$ cat src/rtl/updi_pkg.sv
// Shared types and constants for the UPDI instruction issue engine.
package updi_pkg;

  typedef enum logic [2:0] {
    ST_IDLE,
    ST_SYNCH,
    ST_OPCODE,
    ST_DATA,
    ST_WAIT_ACK,
    ST_DONE
  } updi_state_t;

  typedef enum logic [1:0] {
    UPDI_ST_OK      = 2'b00,
    UPDI_ST_TIMEOUT = 2'b01,
    UPDI_ST_ABORT   = 2'b10
  } updi_status_t;

  localparam logic [7:0] UPDI_SYNCH = 8'h55;

endpackage

$ cat src/rtl/updi_timeout_counter.sv
// Cycle counter for ACK waits: expired is high in the LIMIT-th enabled cycle after clear.
module updi_timeout_counter #(
  parameter int WIDTH = 12,
  parameter int LIMIT = 4096
) (
  input  logic clk,
  input  logic rst,
  input  logic clear,
  input  logic enable,
  output logic expired
);

  localparam logic [WIDTH-1:0] LAST = WIDTH'(LIMIT - 1);

  logic [WIDTH-1:0] count_reg;

  always_ff @(posedge clk) begin
    if (rst || clear) begin
      count_reg <= '0;
    end else if (enable && (count_reg != LAST)) begin
      count_reg <= count_reg + WIDTH'(1);
    end
  end

  assign expired = enable && (count_reg == LAST);

endmodule

$ cat src/rtl/updi_instr_issue_engine.sv
// Serialises one UPDI instruction (optional SYNCH, opcode, payload) into the TX FIFO,
// pausing for ACKs where requested, and reports success/timeout/abort.
module updi_instr_issue_engine
  import updi_pkg::*;
#(
  parameter int MAX_DATA_SIZE = 16,
  parameter int LEN_W         = $clog2(MAX_DATA_SIZE) + 1,
  parameter int ACK_TIMEOUT   = 4096
) (
  input  logic                       clk,
  input  logic                       rst,
  input  logic                       start,
  input  logic                       abort,
  output logic                       ready,
  output logic                       done,
  output logic [1:0]                 status,
  input  logic [7:0]                 opcode,
  input  logic [8*MAX_DATA_SIZE-1:0] data,
  input  logic [LEN_W-1:0]           data_len,
  input  logic [MAX_DATA_SIZE-1:0]   wait_ack_mask,
  input  logic                       send_synch,
  output logic                       waiting_for_ack,
  input  logic                       ack_received,
  output logic [7:0]                 fifo_data,
  output logic                       fifo_wr_en,
  input  logic                       fifo_full
);

  localparam int IDX_W = (MAX_DATA_SIZE > 1) ? $clog2(MAX_DATA_SIZE) : 1;
  localparam int TMR_W = $clog2(ACK_TIMEOUT);
  localparam logic [LEN_W-1:0] MAX_LEN = LEN_W'(MAX_DATA_SIZE);

  updi_state_t            state_reg;
  logic [7:0]             opcode_reg;
  logic [7:0]             data_reg [MAX_DATA_SIZE];
  logic [LEN_W-1:0]       len_reg;
  logic [LEN_W-1:0]       idx_reg;
  logic [MAX_DATA_SIZE-1:0] mask_reg;
  logic [1:0]             code_reg;
  logic [IDX_W-1:0]       idx_sel;
  logic                   last_byte;
  logic                   in_wait;
  logic                   ack_expired;
  logic                   accept;

  assign idx_sel         = idx_reg[IDX_W-1:0];
  assign last_byte       = (idx_reg == len_reg - LEN_W'(1));
  assign in_wait         = (state_reg == ST_WAIT_ACK);
  assign waiting_for_ack = in_wait;
  assign ready           = (state_reg == ST_IDLE) && !rst;
  assign accept          = (state_reg == ST_IDLE) && start;

  // The timer is held clear outside WAIT_ACK so every wait starts from zero.
  updi_timeout_counter #(
    .WIDTH (TMR_W),
    .LIMIT (ACK_TIMEOUT)
  ) u_timer (
    .clk     (clk),
    .rst     (rst),
    .clear   (!in_wait),
    .enable  (in_wait),
    .expired (ack_expired)
  );

  // Payload bytes need no reset: they are only read after a capture.
  always_ff @(posedge clk) begin
    if (!rst && accept) begin
      for (int i = 0; i < MAX_DATA_SIZE; i++) begin
        data_reg[i] <= data[8*i +: 8];
      end
    end
  end

  always_ff @(posedge clk) begin
    if (rst) begin
      state_reg  <= ST_IDLE;
      opcode_reg <= 8'h00;
      len_reg    <= '0;
      idx_reg    <= '0;
      mask_reg   <= '0;
      code_reg   <= UPDI_ST_OK;
      done       <= 1'b0;
      status     <= UPDI_ST_OK;
      fifo_wr_en <= 1'b0;
      fifo_data  <= 8'h00;
    end else begin
      fifo_wr_en <= 1'b0;
      done       <= 1'b0;
      case (state_reg)
        ST_IDLE: begin
          if (start) begin
            opcode_reg <= opcode;
            len_reg    <= (data_len > MAX_LEN) ? MAX_LEN : data_len;
            mask_reg   <= wait_ack_mask;
            idx_reg    <= '0;
            state_reg  <= send_synch ? ST_SYNCH : ST_OPCODE;
          end
        end
        ST_SYNCH: begin
          if (abort) begin
            code_reg  <= UPDI_ST_ABORT;
            state_reg <= ST_DONE;
          end else if (!fifo_full) begin
            fifo_wr_en <= 1'b1;
            fifo_data  <= UPDI_SYNCH;
            state_reg  <= ST_OPCODE;
          end
        end
        ST_OPCODE: begin
          if (abort) begin
            code_reg  <= UPDI_ST_ABORT;
            state_reg <= ST_DONE;
          end else if (!fifo_full) begin
            fifo_wr_en <= 1'b1;
            fifo_data  <= opcode_reg;
            idx_reg    <= '0;
            if (len_reg == '0) begin
              code_reg  <= UPDI_ST_OK;
              state_reg <= ST_DONE;
            end else begin
              state_reg <= ST_DATA;
            end
          end
        end
        ST_DATA: begin
          if (abort) begin
            code_reg  <= UPDI_ST_ABORT;
            state_reg <= ST_DONE;
          end else if (!fifo_full) begin
            fifo_wr_en <= 1'b1;
            fifo_data  <= data_reg[idx_sel];
            if (mask_reg[idx_sel]) begin
              state_reg <= ST_WAIT_ACK;
            end else if (last_byte) begin
              code_reg  <= UPDI_ST_OK;
              state_reg <= ST_DONE;
            end else begin
              idx_reg <= idx_reg + LEN_W'(1);
            end
          end
        end
        ST_WAIT_ACK: begin
          // Priority: abort, then ACK (even in the final timer cycle), then timeout.
          if (abort) begin
            code_reg  <= UPDI_ST_ABORT;
            state_reg <= ST_DONE;
          end else if (ack_received) begin
            if (last_byte) begin
              code_reg  <= UPDI_ST_OK;
              state_reg <= ST_DONE;
            end else begin
              idx_reg   <= idx_reg + LEN_W'(1);
              state_reg <= ST_DATA;
            end
          end else if (ack_expired) begin
            code_reg  <= UPDI_ST_TIMEOUT;
            state_reg <= ST_DONE;
          end
        end
        ST_DONE: begin
          done      <= 1'b1;
          status    <= code_reg;
          idx_reg   <= '0;
          state_reg <= ST_IDLE;
        end
        default: state_reg <= ST_IDLE;
      endcase
    end
  end

endmodule

$ cat config.mk
export PLATFORM = sky130hd
export DESIGN_NAME = updi_instr_issue_engine
export DESIGN_NICKNAME = d
export VERILOG_FILES = /design/src/rtl/updi_pkg.sv /design/src/rtl/updi_timeout_counter.sv /design/src/rtl/updi_instr_issue_engine.sv
export SDC_FILE = /design/constraint.sdc
export NUM_CORES = 1
export LEC_CHECK = 0
export ABC_AREA = 1
export BUFFER_PORTS_ARGS = -buffer_cell sky130_fd_sc_hd__clkbuf_2
export CORE_UTILIZATION = 40
export DETAILED_ROUTE_END_ITERATION = 6
export SLEW_MARGIN = 20
export SYNTH_ARGS = -nofsm -noshare
export SYNTH_HDL_FRONTEND = slang
export SYNTH_SLANG_ARGS = --single-unit
$ cat constraint.sdc
create_clock -name clk -period 10.3 [get_ports clk]
set_input_delay 1.545 -clock clk [delete_from_list [all_inputs] [get_ports clk]]
set_output_delay 1.545 -clock clk [all_outputs]
set_load 0.005 [all_outputs]
==> results of run 1 <==
[how the worst max path moves through the flow]
stage | end | slack [ps]
after floorplan | data_reg[0][0]$_DFFE_PP_ | 2260
after global placement | data_reg[13][2]$_DFFE_PP_ | 6000
after detailed placement | data_reg[13][2]$_DFFE_PP_ | 5990
after CTS | data_reg[7][3]$_DFFE_PP_ | 6460
after global routing | data_reg[12][0]$_DFFE_PP_ | 6240
final | data_reg[12][0]$_DFFE_PP_ | 6450
[layout make-up]
type,instances,area (µm²)
repair buffers,182,923
clock buffers,18,429
flip-flops and latches,195,5190
clock inverters,14,171
well taps,265,332
diodes,2,5.00
fillers,1849,9830
multi-input cells,520,2560
inverters,73,275
[metrics by stage]
stage	instance area [µm²]	power (mW)	util (%)	instances
after global placement	9280	1.66	47.0	1235
after CTS	9880	2.33	50.1	1267
final	9880	2.31	50.1	1269
after floorplan	8170	1.49	-	827
after global routing	9880	2.45	50.1	1267
after detailed placement	9280	1.67	47.0	1235
[cell usage after synthesis, types with 23 or more instances]
cell / number
a21oi_1: 58
nand3_1: 36
clkbuf_1: 27
dfxtp_1: 67
nor2_1: 112
inv_1: 64
o221ai_1: 23
o21ai_0: 113
edfxtp_1: 128
nand2_1: 118
[logic make-up after synthesis]
kind of cell / count (synthesis) / synth area share, %
buf+inv: 112 / 5.30
simple gates: 287 / 14.5
fa+ha+maj: 3 / 0.459
xor+xnor: 9 / 0.965
flops: 195 / 63.5
compound gates: 221 / 15.3
[layer usage]
layer / vias up / GRT usage [%]
met3: 16 / 4.37
met5: - / 0
met1: 2951 / 25.8
li1: 3208 / -
met2: 202 / 31.6
met4: 0 / 6.22
[where the power goes]
part | switching (mW) | leakage (nW) | internal [mW] | total [mW]
clock network | 0.330 | 0.289 | 0.330 | 0.660
registers | 0.0579 | 1.73 | 0.997 | 1.06
logic | 0.406 | 1.90 | 0.186 | 0.592
total | 0.794 | 3.92 | 1.51 | 2.31
[worst min-delay path: stages (launching register included)]
cell and delay, ps:
dfxtp_1 310, inv_1 50, a21oi_1 50
==> load_flow_metrics.sql, run 1 <==
INSERT INTO impl_metrics (metric_group, metric, value, unit) VALUES
('status', 'status', 'finished clean', ''),
('worst_setup_path', 'regToRegEndpoint', 'data_reg[12][0]$_DFFE_PP_', ''),
('timing', 'timing.slew.headroom', '30.0', '%'),
('timing', 'max_freq', '0.260', 'GHz'),
('worst_setup_path', 'critical_path_cell_count', '7', ''),
('worst_setup_path', 'cp_slowest_stage_delay', '770', 'ps'),
('route', 'avgRoutedWirePerCell', '15.8', 'µm'),
('die', 'fp.dieArea', '0.0210', 'mm²'),
('die', 'fp.dieH', '145', 'µm'),
('route', 'vias', '6377', ''),
('timing', 'worstMarginPinSlew', '1050', 'ps'),
('worst_setup_path', 'startpoint', 'start', ''),
('finish', 'post_route_cells_drive_above_1_share', '22.8', '%'),
('worst_setup_path', 'path_delay_family', 'buffers and inverters', ''),
('logic_synthesis', 'synth.area.top_cells', 'edfxtp_1, dfxtp_1, o21ai_0', ''),
('logic_synthesis', 'avgSynthCellArea', '9.88', 'µm²'),
('worst_hold_path', 'min-delay-path-class', 'flip-flop to flip-flop', ''),
('worst_setup_path', 'critPathRequiredTime', '10360', 'ps'),
('timing', 'grt_setup_unrepaired', 'false', ''),
('timing', 'fin_worst_skew', '15.5', 'ps'),
('worst_hold_path', 'startpoint_of_the_most_critical_hold_path', 'status[0]$_SDFFE_PP0P_', ''),
('worst_setup_path', 'timing.critical_path.fanout_max', '66', ''),
('timing', 'report.final.hold_viol_count', '0', ''),
('clock_network', 'postCtsHoldBufs', '0', ''),
('clock_network', 'cts.path.max_buffers', '2', ''),
('global_route', 'gr-usage-all-layers', '19.5', '%'),
('clock_network', 'clk_transition_reported_paths', '70', 'ps'),
('worst_hold_path', 'worstHoldEndpoint', 'status[0]$_SDFFE_PP0P_', ''),
('clock_network', 'clkLatencyLatePin', '440', 'ps'),
('worst_setup_path', 'arrival', '3910', 'ps'),
('worst_setup_path', 'worst-r2r-cell-count', '9', ''),
('logic_synthesis', 'postSynth.topFlopCell', 'edfxtp_1', ''),
('logic_synthesis', 'number_of_flops_mapped_to_enable_cells_by_yosys', '128', ''),
('place', 'placement.io_buffers', '177', ''),
('worst_setup_path', 'ff2ff_setup_slack', '6850', 'ps'),
('logic_synthesis', 'post_synth_inst_count', '827', ''),
('power', 'cellPowerDensity', '233', 'mW/mm²'),
('logic_synthesis', 'ys_seq_area_share', '63.5', '%'),
('route', 'met3_wire_length', '1230', 'µm'),
('die', 'std_cell_rows', '51', ''),
('logic_synthesis', 'yosys.area.top_type_share', '47.0', '%'),
('global_route', 'grt.overflow.total', '0', ''),
('timing', 'setup_ws', '6450', 'ps'),
('worst_setup_path', 'criticalPathCategory', 'primary input to flip-flop', ''),
('worst_hold_path', 'timing.hold.worst_path_depth', '2', ''),
('timing', 'final.hold.worst_slack', '447', 'ps'),
('timing', 'number_of_failing_setup_endpoints_in_the_final_timing_report', '0', ''),
('logic_synthesis', 'synthesis.yosys.warnings', '0', ''),
('timing', 'totalNegativeSetupSlack', '0', 'ps'),
('route', 'route.final.wire_length', '20000', 'µm'),
('global_route', 'antenna_found_initial', '1', ''),
('timing', 'finalCritPeriodShare', '37.3', '%'),
('route', 'drt_drc_violations_left', '0', ''),
('job', 'cap_viol_max_count', '0', ''),
('logic_synthesis', 'area_leader_netlist', 'edfxtp_1', ''),
('logic_synthesis', 'mappedNetlistArea', '0.00817', 'mm²'),
('route', 'violation_count_after_the_first_detailed_routing_iteration', '424', ''),
('route', 'drt_first_pass_iters', '5', ''),
('clock_network', 'tritoncts', 'built', ''),
('global_route', 'grt_max_degree', '67', ''),
('place', 'place_congestion', '0.832', ''),
('clock_network', 'clock_sink_count', '195', ''),
('clock_network', 'cts_htree_levels', '4', ''),
('clock_network', 'post_cts.resized_instances', '0', ''),
('worst_setup_path', 'timing.critical_path.cells', 'clkbuf_2 -> inv_1 -> nor2_1 -> inv_1 -> nor2_4 -> buf_4 -> buf_4', ''),
('timing', 'drv_slew', '0', ''),
('finish', 'layout-area-overhead-vs-synth', '20.9', '%'),
('finish', 'finalNetCount', '1156', ''),
('finish', 'final_cell_mix', 'clkbuf_2, edfxtp_1, nand2_1', ''),
('worst_setup_path', 'crit_buf_inv', '5', ''),
('logic_synthesis', 'synthArstFlopShare', '0', '%');
(Power assumes the default switching activity.)
==> inputs of run 2 (changes only) <==
--- a/config.mk
+++ b/config.mk
@@ -5,7 +5,7 @@
 export SDC_FILE = /design/constraint.sdc
 export NUM_CORES = 1
 export LEC_CHECK = 0
-export ABC_AREA = 1
+export ABC_AREA = 0
 export BUFFER_PORTS_ARGS = -buffer_cell sky130_fd_sc_hd__clkbuf_2
 export CORE_UTILIZATION = 40
 export DETAILED_ROUTE_END_ITERATION = 6
==> constraint.sdc (replaced) <==
create_clock -name clk -period 3.3 [get_ports clk]
set_input_delay 0.495 -clock clk [delete_from_list [all_inputs] [get_ports clk]]
set_output_delay 0.495 -clock clk [all_outputs]
set_load 0.005 [all_outputs]
==> load_flow_metrics.sql, run 2 <==
INSERT INTO impl_metrics (metric_group, metric, value, unit) VALUES
('route', 'route.detailed.vias_per_inst', '5.23', ''),
('power', 'cell_internal_pwr', '4.67', 'mW'),
('power', 'leakage', '3.63', 'nW'),
('finish', 'largest_register_ff_count', '128', ''),
('worst_setup_path', 'timing.critical_path.fanout_max', '21', ''),
('global_route', 'gr_layer_usage_met1', '24.7', '%'),
('place', 'placement.io_buffers', '177', ''),
('clock_network', 'post_cts.resized_instances', '0', ''),
('finish', 'post_route_cells_drive_above_1_share', '36.4', '%'),
('logic_synthesis', 'synth_simple_gate_area_share', '10.4', '%'),
('logic_synthesis', 'synth.net_count', '730', ''),
('timing', 'worstMarginPinSlew', '909', 'ps'),
('timing', 'report.final.hold_viol_count', '0', ''),
('power', 'ir_drop', '0.431', 'mV'),
('timing', 'fin_worst_skew', '9.36', 'ps'),
('timing', 'drv_slew', '0', ''),
('global_route', 'antenna_found_initial', '0', ''),
('timing', 'totalNegativeSetupSlack', '0', 'ps'),
('finish', 'finalNetCount', '905', ''),
('clock_network', 'postCtsSetupBuffers', '0', ''),
('power', 'power.switching', '1.88', 'mW'),
('logic_synthesis', 'avgSynthCellArea', '14.2', 'µm²'),
('clock_network', 'clock_sink_count', '195', ''),
('clock_network', 'postCtsHoldBufs', '0', ''),
('route', 'vias', '5310', ''),
('place', 'place_hpwl', '13200', 'µm'),
('die', 'std_cell_rows', '51', ''),
('timing', 'min_period', '2710', 'ps'),
('worst_setup_path', 'capturing_element_type_of_the_critical_path', 'output pin', ''),
('die', 'design.core.area', '0.0195', 'mm²'),
('logic_synthesis', 'postSynth.topFlopCell', 'edfxtp_1', ''),
('route', 'route.final.wire_length', '18000', 'µm'),
('finish', 'num_antenna_cells', '0', ''),
('logic_synthesis', 'post_synth_inst_count', '563', ''),
('status', 'status', 'finished clean', ''),
('timing', 'max_freq', '0.369', 'GHz'),
('power', 'share_comb_of_total_power', '21.1', '%'),
('worst_hold_path', 'timing.hold.worst_path_depth', '1', ''),
('worst_setup_path', 'timing.critical_path.from_type', 'flip-flop', ''),
('logic_synthesis', 'synthAdderAreaFrac', '0.469', '%'),
('logic_synthesis', 'synthArstFlopShare', '0', '%'),
('logic_synthesis', 'synth-xor-area-share', '2.16', '%'),
('logic_synthesis', 'yosys.area.top_type_share', '48.0', '%'),
('global_route', 'grt.overflow.total', '0', ''),
('route', 'avgRoutedWirePerCell', '17.8', 'µm'),
('logic_synthesis', 'compound_gate_portion_of_the_synthesized_area', '7.09', '%'),
('global_route', 'grt.met3_usage', '4.70', '%'),
('clock_network', 'clkLatencyLatePin', '430', 'ps'),
('finish', 'n_fill_cell', '1743', ''),
('die', 'initial_utilization', '41.0', '%'),
('logic_synthesis', 'synthesis.yosys.warnings', '0', ''),
('logic_synthesis', 'synth.mux.area_fraction', '13.0', '%'),
('clock_network', 'tritoncts', 'built', ''),
('finish', 'finalCoreUtilization', '50.4', '%'),
('logic_synthesis', 'combinational_family_with_the_most_area_after_synthesis', 'multiplexers', ''),
('finish', 'final_cell_mix', 'clkbuf_2, edfxtp_1, nand2_1', ''),
('clock_network', 'cts.path.max_buffers', '2', ''),
('finish', 'layout-area-overhead-vs-synth', '22.9', '%'),
('finish', 'final_common_cell', 'clkbuf_2', ''),
('timing', 'finalCritPeriodShare', '82.2', '%'),
('place', 'place_congestion', '0.834', ''),
('worst_setup_path', 'arrival', '2220', 'ps'),
('clock_network', 'cts_made_buffers', '17', ''),
('clock_network', 'clk_transition_reported_paths', '70', 'ps'),
('route', 'drt_first_pass_iters', '4', ''),
('route', 'antenna_violating_nets_post_route', '0', ''),
('global_route', 'grt_pass1_vias', '5410', ''),
('logic_synthesis', 'synth.most_common_cell', 'edfxtp_1', ''),
('die', 'fp.dieArea', '0.0206', 'mm²'),
('logic_synthesis', 'synth.lib_cells_used.distinct', '54', ''),
('global_route', 'globalRoute.busiestLayer', 'met2', ''),
('power', 'share_seq_of_total_power', '48.9', '%'),
('clock_network', 'clock_tree.root_cell', 'clkbuf_16', ''),
('power', 'cellPowerDensity', '666', 'mW/mm²'),
('route', 'violation_count_after_the_first_detailed_routing_iteration', '284', ''),
('logic_synthesis', 'synth.ff_latch_count', '195', ''),
('global_route', 'grt_util_met2', '29.1', '%'),
('clock_network', 'cts_htree_levels', '4', ''),
('worst_setup_path', 'criticalPathCategory', 'flip-flop to output pin', ''),
('timing', 'grt_setup_unrepaired', 'false', ''),
('die', 'dieWidth', '143', 'µm'),
('logic_synthesis', 'synthTopCellsByCount', 'edfxtp_1, nand2_1, dfxtp_1', ''),
('logic_synthesis', 'mappedNetlistArea', '0.00801', 'mm²'),
('logic_synthesis', 'synth.area.top_cells', 'edfxtp_1, dfxtp_1, mux4_2', ''),
('global_route', 'grt_max_degree', '41', ''),
('route', 'drt_drc_violations_left', '0', ''),
('worst_hold_path', 'min-delay-path-class', 'primary input to flip-flop', ''),
('global_route', 'grt_pass1_wl', '28000', 'µm'),
('power', 'clock_power_share', '30.0', '%'),
('die', 'fp.dieH', '143', 'µm'),
('worst_setup_path', 'critPathRequiredTime', '2800', 'ps'),
('worst_setup_path', 'worst-r2r-cell-count', '5', ''),
('timing', 'timing.slew.headroom', '39.3', '%'),
('logic_synthesis', 'number_of_flops_mapped_to_enable_cells_by_yosys', '128', ''),
('global_route', 'gr-usage-all-layers', '18.5', '%'),
('die', 'io_pins', '178', ''),
('job', 'cap_viol_max_count', '0', ''),
('logic_synthesis', 'area_leader_netlist', 'edfxtp_1', ''),
('power', 'final_power', '6.55', 'mW'),
('logic_synthesis', 'ys_seq_area_share', '64.8', '%'),
('power', 'p_sw_share', '28.7', '%'),
('timing', 'number_of_failing_setup_endpoints_in_the_final_timing_report', '0', '');
-- run 2: logic make-up after synthesis --
group | count (synthesis)
AND/OR/NAND/NOR | 170
AO/OA/AOI/OAI | 88
buffers and inverters | 41
multiplexers | 48
adder cells (fa/ha/maj) | 3
flip-flops | 195
XOR/XNOR | 18
-- run 2: routing by layer --
metal	share of wire [%]	wire (µm)
met5	0	0
met4	1.8	331
met3	6.8	1230
met2	47	8520
met1	44	7960
-- run 2: path summary, 6_finish.rpt --
check	slack, ps	start	to
worst max-delay path	590	state_reg[2]$_SDFFE_PP0P_	waiting_for_ack
worst min-delay path	230	data[78]	data_reg[9][6]$_DFFE_PP_
worst max register to register	750	state_reg[2]$_SDFFE_PP0P_	code_reg[1]$_SDFFE_PP0P_
worst min register to register	460	mask_reg[3]$_SDFFE_PP0P_	mask_reg[3]$_SDFFE_PP0P_
-- run 2: through the flow --
| step | cell area [µm²] | instances | setup slack, ps | hold slack, ps |
|---|---|---|---|---|
| finish | 9840 | 1015 | 588 | 234 |
| global placement | 9280 | 984 | 868 | 443 |
| floorplan | 8060 | 563 | -138 | 433 |
| global route | 9840 | 1015 | 522 | 215 |
| detailed placement | 9280 | 984 | 814 | 447 |
| CTS | 9840 | 1015 | 626 | 215 |
-- run 2: critical path: stages (launching register included) --
cell      delay, ps
dfxtp_1         790
or3b_2          540
inv_1           270
clkbuf_2        180
-- run 2: final cells by class --
class,count,area [µm²],area share (%)
Clock buffer,19,433,4.40
Clock inverter,12,121,1.23
Inverter,8,30.0,0.305
Multi-Input combinational cell,327,2670,27.2
Sequential cell,195,5190,52.7
Tap cell,265,332,3.37
Timing Repair Buffer,189,1060,10.8
-- run 2: power groups by stage --
stage | clock (mW) | sequential [mW] | combinational, mW
after floorplan | 0 | 3.16 | 1.02
after global placement | 0 | 3.24 | 1.36
after detailed placement | 0 | 3.26 | 1.39
after CTS | 2.02 | 3.20 | 1.40
after global routing | 2.10 | 3.24 | 1.52
final | 1.97 | 3.20 | 1.38
